File: src/rtl/regfile_seq_pkg.sv
// Shared types for the register-file sequencer: opcode and FSM encodings plus instruction field layout.
// Consumed by regfile_seq and regfile_seq_alu.
package regfile_seq_pkg;

    localparam int DATA_W  = 8;
    localparam int SEL_W   = 2;
    localparam int INSTR_W = 16;

    localparam int OPC_HI  = 15;
    localparam int OPC_LO  = 12;
    localparam int RD_HI   = 11;
    localparam int RD_LO   = 10;
    localparam int RS_HI   = 9;
    localparam int RS_LO   = 8;
    localparam int IMM_HI  = 7;
    localparam int IMM_LO  = 0;

    typedef enum logic [3:0] {
        OP_NOP = 4'd0,
        OP_LI  = 4'd1,
        OP_MOV = 4'd2,
        OP_ADD = 4'd3,
        OP_SUB = 4'd4,
        OP_AND = 4'd5,
        OP_OR  = 4'd6,
        OP_XOR = 4'd7,
        OP_NOT = 4'd8
    } opcode_e;

    typedef enum logic [1:0] {
        ST_IDLE = 2'd0,
        ST_READ = 2'd1,
        ST_EXEC = 2'd2,
        ST_WB   = 2'd3
    } state_e;

    // Opcodes 1..8 produce a register result; everything else skips EXEC.
    function automatic logic writes_rf(input logic [3:0] op);
        return (op >= OP_LI) && (op <= OP_NOT);
    endfunction

    function automatic logic is_illegal(input logic [3:0] op);
        return op > OP_NOT;
    endfunction

    function automatic logic sets_flags(input logic [3:0] op);
        return (op >= OP_ADD) && (op <= OP_NOT);
    endfunction

endpackage

File: src/rtl/regfile_seq_alu.sv
// Combinational 8-bit ALU for the sequencer; carry is ADD carry-out or SUB borrow, zero otherwise.
module regfile_seq_alu
    import regfile_seq_pkg::*;
(
    input  logic [3:0]        op,
    input  logic [DATA_W-1:0] a,
    input  logic [DATA_W-1:0] b,
    input  logic [DATA_W-1:0] imm,
    output logic [DATA_W-1:0] result,
    output logic              carry
);

    always_comb begin
        result = '0;
        carry  = 1'b0;
        case (op)
            OP_LI:   result = imm;
            OP_MOV:  result = b;
            OP_ADD:  {carry, result} = {1'b0, a} + {1'b0, b};
            OP_SUB: begin
                result = a - b;
                carry  = (a < b);
            end
            OP_AND:  result = a & b;
            OP_OR:   result = a | b;
            OP_XOR:  result = a ^ b;
            OP_NOT:  result = ~b;
            default: result = '0;
        endcase
    end

endmodule

File: src/rtl/regfile_seq.sv
// Instruction sequencer driving an external 4x8 register file: IDLE -> READ -> EXEC -> WB.
// Optional zero/carry flag outputs are built when REGFILE_SEQ_FLAGS_EN is defined.
module regfile_seq
    import regfile_seq_pkg::*;
(
    input  logic              clk,
    input  logic              reset,
    input  logic              instr_valid,
    output logic              instr_ready,
    input  logic [15:0]       instr,
    output logic              rf_write_en,
    output logic [1:0]        rf_write_sel,
    output logic [7:0]        rf_input_data,
    output logic [1:0]        rf_port_a_sel,
    output logic [1:0]        rf_port_b_sel,
    input  logic [7:0]        rf_port_a_data,
    input  logic [7:0]        rf_port_b_data,
    output logic              done,
    output logic              err,
    output logic              busy
`ifdef REGFILE_SEQ_FLAGS_EN
    ,
    output logic              zero_flag,
    output logic              carry_flag
`endif
);

    state_e            state_q, state_d;
    logic              accept;

    logic [3:0]        opcode_q, opcode_d;
    logic [SEL_W-1:0]  rd_q, rd_d;
    logic [SEL_W-1:0]  rs_q, rs_d;
    logic [DATA_W-1:0] imm_q, imm_d;
    logic [DATA_W-1:0] op_a_q, op_a_d;
    logic [DATA_W-1:0] op_b_q, op_b_d;
    logic [DATA_W-1:0] result_q, result_d;
    logic [SEL_W-1:0]  port_a_sel_q, port_a_sel_d;
    logic [SEL_W-1:0]  port_b_sel_q, port_b_sel_d;

    logic [DATA_W-1:0] alu_result;

    assign accept = instr_valid && (state_q == ST_IDLE);

`ifdef REGFILE_SEQ_FLAGS_EN
    logic alu_carry;
`else
    logic unused_alu_carry;
`endif

    regfile_seq_alu u_alu (
        .op     (opcode_q),
        .a      (op_a_q),
        .b      (op_b_q),
        .imm    (imm_q),
        .result (alu_result),
`ifdef REGFILE_SEQ_FLAGS_EN
        .carry  (alu_carry)
`else
        .carry  (unused_alu_carry)
`endif
    );

    // ---------------- FSM: state register ----------------
    always_ff @(posedge clk) begin
        if (reset) begin
            state_q <= ST_IDLE;
        end else begin
            state_q <= state_d;
        end
    end

    // ---------------- FSM: next-state logic ----------------
    always_comb begin
        state_d = state_q;
        case (state_q)
            ST_IDLE: if (instr_valid) state_d = ST_READ;
            ST_READ: state_d = writes_rf(opcode_q) ? ST_EXEC : ST_WB;
            ST_EXEC: state_d = ST_WB;
            ST_WB:   state_d = ST_IDLE;
            default: state_d = ST_IDLE;
        endcase
    end

    // ---------------- FSM: outputs ----------------
    always_comb begin
        instr_ready   = (state_q == ST_IDLE);
        busy          = (state_q != ST_IDLE);
        done          = (state_q == ST_WB);
        err           = (state_q == ST_WB) && is_illegal(opcode_q);
        // Gating with reset keeps an instruction reset during WB from landing in the file.
        rf_write_en   = (state_q == ST_WB) && writes_rf(opcode_q) && !reset;
        rf_write_sel  = (state_q == ST_WB) ? rd_q : '0;
        rf_input_data = (state_q == ST_WB) ? result_q : '0;
        rf_port_a_sel = (state_q == ST_READ) ? rd_q : port_a_sel_q;
        rf_port_b_sel = (state_q == ST_READ) ? rs_q : port_b_sel_q;
    end

    // ---------------- Datapath next values ----------------
    always_comb begin
        opcode_d     = opcode_q;
        rd_d         = rd_q;
        rs_d         = rs_q;
        imm_d        = imm_q;
        op_a_d       = op_a_q;
        op_b_d       = op_b_q;
        result_d     = result_q;
        port_a_sel_d = port_a_sel_q;
        port_b_sel_d = port_b_sel_q;

        if (accept) begin
            opcode_d = instr[OPC_HI:OPC_LO];
            rd_d     = instr[RD_HI:RD_LO];
            rs_d     = instr[RS_HI:RS_LO];
            imm_d    = instr[IMM_HI:IMM_LO];
        end

        // Selectors remember the READ values so the file ports stay quiet afterwards.
        if (state_q == ST_READ) begin
            op_a_d       = rf_port_a_data;
            op_b_d       = rf_port_b_data;
            port_a_sel_d = rd_q;
            port_b_sel_d = rs_q;
        end

        if (state_q == ST_EXEC) begin
            result_d = alu_result;
        end
    end

    always_ff @(posedge clk) begin
        if (reset) begin
            opcode_q     <= '0;
            rd_q         <= '0;
            rs_q         <= '0;
            imm_q        <= '0;
            op_a_q       <= '0;
            op_b_q       <= '0;
            result_q     <= '0;
            port_a_sel_q <= '0;
            port_b_sel_q <= '0;
        end else begin
            opcode_q     <= opcode_d;
            rd_q         <= rd_d;
            rs_q         <= rs_d;
            imm_q        <= imm_d;
            op_a_q       <= op_a_d;
            op_b_q       <= op_b_d;
            result_q     <= result_d;
            port_a_sel_q <= port_a_sel_d;
            port_b_sel_q <= port_b_sel_d;
        end
    end

`ifdef REGFILE_SEQ_FLAGS_EN
    // Carry is sampled with the result in EXEC; both flags commit as WB retires.
    logic carry_q, carry_d;
    logic zero_flag_q, zero_flag_d;
    logic carry_flag_q, carry_flag_d;

    always_comb begin
        carry_d      = carry_q;
        zero_flag_d  = zero_flag_q;
        carry_flag_d = carry_flag_q;
        if (state_q == ST_EXEC) begin
            carry_d = alu_carry;
        end
        if ((state_q == ST_WB) && sets_flags(opcode_q)) begin
            zero_flag_d  = (result_q == '0);
            carry_flag_d = carry_q;
        end
    end

    always_ff @(posedge clk) begin
        if (reset) begin
            carry_q      <= 1'b0;
            zero_flag_q  <= 1'b0;
            carry_flag_q <= 1'b0;
        end else begin
            carry_q      <= carry_d;
            zero_flag_q  <= zero_flag_d;
            carry_flag_q <= carry_flag_d;
        end
    end

    assign zero_flag  = zero_flag_q;
    assign carry_flag = carry_flag_q;
`endif

endmodule

File: config.mk
export PLATFORM = sky130hd
export DESIGN_NAME = regfile_seq
export DESIGN_NICKNAME = d
export VERILOG_FILES = /design/src/rtl/regfile_seq_pkg.sv /design/src/rtl/regfile_seq_alu.sv /design/src/rtl/regfile_seq.sv
export SDC_FILE = /design/constraint.sdc
export NUM_CORES = 1
export LEC_CHECK = 0
export CAP_MARGIN = 20
export CORE_AREA = 2 2 83 85
export CTS_CLUSTER_DIAMETER = 80
export DETAILED_ROUTE_END_ITERATION = 8
export DIE_AREA = 0 0 85 87
export PLACE_DENSITY = 0.75
export REMOVE_ABC_BUFFERS = 1
export SETUP_SLACK_MARGIN = 0.15
export SLEW_MARGIN = 20
export SYNTH_ARGS = -nofsm -noshare
export SYNTH_HDL_FRONTEND = slang
export SYNTH_SLANG_ARGS = --single-unit
File: constraint.sdc
create_clock -name clk -period 2.7 [get_ports clk]
set_clock_uncertainty 0.2 [all_clocks]
set_input_delay 0.675 -clock clk [delete_from_list [all_inputs] [get_ports clk]]
set_output_delay 0.675 -clock clk [all_outputs]
set_load 0.05 [all_outputs]
==> results of run 1 <==
sequential cells by signal (all words and copies together), names as in the netlist:
| register | flops |
|---|---|
| rs_q | 2 |
| port_a_sel_q | 2 |
| op_a_q | 8 |
| state_q | 2 |
| opcode_q | 4 |
| result_q | 8 |
| imm_q | 8 |
| op_b_q | 8 |
| rd_q | 2 |
| port_b_sel_q | 2 |
synth_stat cells, types with 3 or more instances:
master	n
a211oi_1	4
a21o_1	3
a21oi_1	30
a221oi_1	5
a22o_1	6
a22oi_1	6
a2bb2oi_1	3
a31oi_1	4
and2_1	14
buf_2	6
clkbuf_1	9
dfxtp_1	46
ha_1	28
inv_1	23
mux2_2	6
mux2i_1	17
nand2_1	48
nand2b_1	3
nand3b_1	3
nor2_1	41
nor2b_1	7
o21ai_0	6
o21ai_1	3
o22ai_1	4
xnor2_1	9
xor2_1	3
metal layers:
| layer | routed length [microns] | vias to the layer above |
|---|---|---|
| met5 | 0 | - |
| met4 | 99 | 0 |
| met3 | 268 | 10 |
| met2 | 3800 | 59 |
| met1 | 3420 | 1281 |
| li1 | - | 1392 |
power groups by stage:
stage / Combinational [mW] / Sequential, mW / Clock [mW]
after detailed placement: 1.32 / 0.859 / 0
after global placement: 1.31 / 0.856 / 0
after floorplan: 0.947 / 0.866 / 0
after CTS: 1.43 / 0.844 / 0.450
after global routing: 1.73 / 0.861 / 0.486
final: 1.57 / 0.850 / 0.440
kinds of logic after synthesis:
family	after synthesis	synth area share
and+or+nand+nor	130	0.207
AOI/OAI and AO/OA	87	0.191
DFF	46	0.304
buffers and inverters	42	0.0594
adders and majority gates	29	0.122
muxes	24	0.0821
xor gates and xnor gates	12	0.0347
area by class of cell:
class,count,area (sq um)
well taps,80,100
fillers,563,2530
multi-input cells,282,2080
clock inverters,1,5.00
flip-flops and latches,46,923
inverters,23,86.3
repair buffers,69,757
clock buffers,7,86.3
worst max-delay path, stage by stage, from the launching register on:
cell,delay (ns)
dfxtp_2,0.34
nor4b_4,0.36
buf_6,0.18
a31oi_4,0.04
xnor2_1,0.14
ha_1,0.36
a21o_1,0.20
a21o_1,0.16
a221oi_2,0.29
xnor2_1,0.09
a21oi_1,0.16
o21ai_1,0.07
final timing paths:
kind | to | slack [ns] | cells past startpoint
min | rs_q[1]$_SDFFE_PP0P_ | 0.25 | 2
max | result_q[7]$_SDFFE_PP0N_ | 0.02 | 11
max reg2reg | result_q[7]$_SDFFE_PP0N_ | 0.02 | 11
min reg2reg | rs_q[1]$_SDFFE_PP0P_ | 0.25 | 2
repair_timing:
item	CTS	global route
hold buffers	0	0
setup buffers	2	1
gates resized for setup	13	18
endpoints found under the setup margin	9	10
pin swaps	7	13
stage by stage:
stage | hold WS [ns] | utilization | setup WS [ns]
after floorplan | 0.223 | - | -0.393
after global placement | 0.241 | 0.574 | 0.0233
after detailed placement | 0.247 | 0.574 | -0.00872
after CTS | 0.259 | 0.597 | 0.0211
after global routing | 0.281 | 0.614 | -0.117
final | 0.254 | 0.614 | 0.0154
==> reports/metrics.yaml, run 1 <==
status: "completed"
syn_to_final_growth_pct: 33.0
design_area_sq_mm: 0.00404
cp-end-kind: "register"
h-tree-depth: 2
drv_slew: 0
wl_per_cell_microns: 14.9
start_util: 0.462
slew_headroom: 0.641
drt_iter0_drc: 179
grt_max_degree: 48
synthFlopType: "dfxtp_1"
diodes: 0
worstPathArrival_ns: 2.68
max_freq_mhz: 372
grtUsageMet3: 0.0313
via_count: 2742
grt_usage: 0.208
timing.rr.start: "opcode_q[1]$_SDFFE_PP0P_"
min_period_over_period: 0.994
cts_tree: "yes"
synth-edff-count: 0
min_path_type: "reg2reg"
cts.clk_slew.worst_paths_ns: 0.08
critPathLaunch: "opcode_q[1]$_SDFFE_PP0P_"
drive_gt1_frac: 0.173
rsz0062_at_grt: "true"
core_area_sq_mm: 0.00657
mostFrequentLayoutCells: "48 x nand2_1, 44 x dfxtp_1, 40 x nor2_1"
placed_area_sq_mm: 0.00377
die_w_microns: 85
clockBufferDepth: 2
cts_buffers: 5
crit_path_start_kind: "register"
power_switching_mw: 1.16
synthCells: 370
cp_max_fo: 5
gr-total-overflow: 0
p_per_area_mw_per_mm2: 709
place_congestion: 0.925
crit_required_ns: 2.70
placedCellCount: 497
layout_commonest_cell: "nand2_1"
grt_use_met2: 0.374
grtUsageMet1: 0.259
die_y_microns: 87
yosys.cell_types.count: 52
drc_errors: 0
ios: 54
finalCriticalPeriod_ns: 2.68
io_buffers: 53
netlist.top_cell.by_area: "dfxtp_1"
min_from: "rs_q[1]$_SDFFE_PP0P_"
synthTopCellsByArea: "dfxtp_1 30%, ha_1 12%, nand2_1 5.9%, mux2i_1 5.6%, nor2_1 5.1%"
firstDrtPassIters: 4
power_frac_seq: 0.297
cts-root-buf: "clkbuf_8"
peakVddDrop_mv: 0.522
clkPwrFrac: 0.154
p_sw_frac: 0.406
clock_insertion_delay_worst_skew_ns: 0.30
nets: 491
synth_top_area_share: 0.304
rows: 30
cts_sinks: 46
synthArstFlopShare: 0
synthesis.area_sq_mm: 0.00303
crit_type: "reg2reg"
avgSynthCellArea_sq_um: 8.20
grt_pass1_vias: 2579
p_leak_nw: 1.58
ys_ff_latch: 46
power_mw: 2.86
worst_pin_slew_ns: 0.536
p_int_mw: 1.70
fp.dieArea_sq_mm: 0.00740
hold_viol_final: 0
ant_nets: 0
seq_area_frac_synth: 0.304
hpwl_microns: 5660
antenna_found_initial: 0
routed_via_density: 5.40
grt_pass1_wl_microns: 12300
max-cap-violations: 0
busiest_layer: "met2"
finalSetupTns_ns: 0
combPwrFrac: 0.549
fin_cells: 508
totalWireLength_microns: 7590
setup_viol: 0
synth_warnings: 0
Power figures use the tool's default switching activity.
==> run 2: changes to the inputs <==
ABC_CLOCK_PERIOD_IN_PS = 2700   (was not set)
CORE_AREA = 2 2 81 83   (was 2 2 83 85)
CTS_BUF_LIST = sky130_fd_sc_hd__clkbuf_8   (was not set)
DIE_AREA = 0 0 83 85   (was 0 0 85 87)
GPL_TIMING_DRIVEN = 0   (was not set)
PLACE_DENSITY = 0.78   (was 0.75)
==> reports/metrics.yaml, run 2 (synthesis gave the netlist of run 1 again) <==
status: "finished, violations left"  # was completed
violations: "negative setup slack"
cts.clk_slew.worst_paths_ns: 0.09  # was 0.08 ns
cts_tree: "yes"  # unchanged
h-tree-depth: 2  # unchanged
min_path_type: "reg2reg"  # unchanged
syn_to_final_growth_pct: 31.1  # was 33.0%
slew_headroom: 0.614  # was 0.641
clockBufferDepth: 2  # unchanged
worst_pin_slew_ns: 0.579  # was 0.536 ns
layout_commonest_cell: "nand2_1"  # unchanged
via_count: 2847  # was 2742
cts_buffers: 5  # unchanged
crit_required_ns: 2.71  # was 2.70 ns
rows: 29  # was 30
design_area_sq_mm: 0.00398  # was 0.00404 sq mm
drc_errors: 0  # unchanged
cp_max_fo: 5  # unchanged
ant_nets: 0  # unchanged
io_buffers: 53  # unchanged
fp.dieArea_sq_mm: 0.00706  # was 0.00740 sq mm
core_area_sq_mm: 0.00620  # was 0.00657 sq mm
wl_per_cell_microns: 16.3  # was 14.9 microns
antenna_found_initial: 0  # unchanged
finalCriticalPeriod_ns: 2.72  # was 2.68 ns
cp-end-kind: "register"  # unchanged
hpwl_microns: 5460  # was 5660 microns
power_frac_seq: 0.289  # was 0.297
placed_area_sq_mm: 0.00359  # was 0.00377 sq mm
die_y_microns: 85  # was 87 microns
diodes: 0  # unchanged
combPwrFrac: 0.564  # was 0.549
start_util: 0.489  # was 0.462
routed_via_density: 5.60  # was 5.40
power_switching_mw: 1.28  # was 1.16 mW
pre_cts_slack_ns: -0.715  # was -0.00872 ns
grt_max_degree: 26  # was 48
finalSetupTns_ns: -0.0483  # was 0 ns
grt_pass1_wl_microns: 13300  # was 12300 microns
p_per_area_mw_per_mm2: 755  # was 709 mW/mm^2
p_sw_frac: 0.426  # was 0.406
clkPwrFrac: 0.146  # was 0.154
p_int_mw: 1.72  # was 1.70 mW
grt_pass1_vias: 2744  # was 2579
ios: 54  # unchanged
cts_sinks: 46  # unchanged
mostFrequentLayoutCells: "48 x nand2_1, 40 x nor2_1, 40 x dfxtp_1"  # was 48 x nand2_1, 44 x dfxtp_1, 40 x nor2_1
nets: 494  # was 491
clock_insertion_delay_worst_skew_ns: 0.31  # was 0.30 ns
p_leak_nw: 1.56  # was 1.58 nW
grt_usage: 0.235  # was 0.208
totalWireLength_microns: 8280  # was 7590 microns
drv_slew: 0  # unchanged
place_congestion: 0.879  # was 0.925
max-cap-violations: 0  # unchanged
rsz0062_at_grt: "true"  # unchanged
crit_path_start_kind: "register"  # unchanged
gr-total-overflow: 0  # unchanged
firstDrtPassIters: 4  # unchanged
die_w_microns: 83  # was 85 microns
setup_viol: 2  # was 0
drt_iter0_drc: 119  # was 179
drive_gt1_frac: 0.200  # was 0.173
hold_viol_final: 0  # unchanged
worstPathArrival_ns: 2.74  # was 2.68 ns
peakVddDrop_mv: 0.388  # was 0.522 mV
power_mw: 3.00  # was 2.86 mW
crit_type: "reg2reg"  # unchanged
min_period_over_period: 1.01  # was 0.994
finalWorstSetupSlack_ns: -0.0247  # was 0.0154 ns
cts-root-buf: "clkbuf_8"  # unchanged
max_freq_mhz: 367  # was 372 MHz
[run 2: cell count changes in the layout (fill, tap and decap cells not counted), moves of 2 or more]
cell and delta:
dfxtp_4 +6, ha_2 +2, clkbuf_2 +2, buf_4 -6, dfxtp_1 -4, buf_2 +7, buf_12 -12, dfxtp_2 -2
clkdlybuf4s15_2 +10
[run 2: final timing paths]
check,startpoint,to,slack [ns],cells past startpoint
worst min-delay path,result_q[7]$_SDFFE_PP0N_,result_q[7]$_SDFFE_PP0N_,0.25,2
worst max-delay path,opcode_q[1]$_SDFFE_PP0P_,result_q[7]$_SDFFE_PP0N_,-0.02,11
worst min register to register,result_q[7]$_SDFFE_PP0N_,result_q[7]$_SDFFE_PP0N_,0.25,2
worst max register to register,opcode_q[1]$_SDFFE_PP0P_,result_q[7]$_SDFFE_PP0N_,-0.02,11
[run 2: power by group through the flow]
stage	clock network, mW	registers [mW]	logic [mW]
after floorplan	0	0.866	0.947
after global placement	0	0.906	1.22
after detailed placement	0	0.909	1.26
after CTS	0.447	0.864	1.47
after global routing	0.471	0.877	1.82
final	0.440	0.868	1.69
[run 2: worst max-delay path, cell delays in order, from the launching register on]
cell and delay [ns]:
dfxtp_4 0.37, nor4b_4 0.32, buf_4 0.20, nor2_2 0.04, xnor2_1 0.15, ha_2 0.31, or2_4 0.26, o311a_4 0.16
a221oi_4 0.25, xnor2_1 0.12, a21oi_2 0.16, o21ai_1 0.06
[run 2: repair_timing]
action	4_1_cts	5_1_grt
hold buffers	0	0
buffers inserted	14	4
pin swaps	5	16
resized for setup	96	20
setup endpoints to repair	26	20
gates cloned	0	0
[run 2: layer usage]
layer,part of all wire,global-route usage,up-vias
met3,0.050,0.0418,15
met4,0.027,0.0999,0
li1,-,-,1397
met2,0.50,0.409,77
met1,0.42,0.285,1358
met5,0,0,-
[run 2: final cells by class]
type	count	area, sq um
fillers	537	2230
multi-input cells	282	2090
flip-flops and latches	46	943
repair buffers	72	668
well taps	77	96.3
inverters	23	86.3
clock buffers	5	68.8
clock inverters	3	21.3
[run 2: through the flow]
step	cells	util	hold slack, ns
6_report	508	0.641	0.251
5_1_grt	508	0.641	0.279
4_1_cts	504	0.625	0.254
3_5_place_dp	482	0.579	0.241
3_3_place_gp	481	0.575	0.238
2_1_floorplan	351	-	0.223
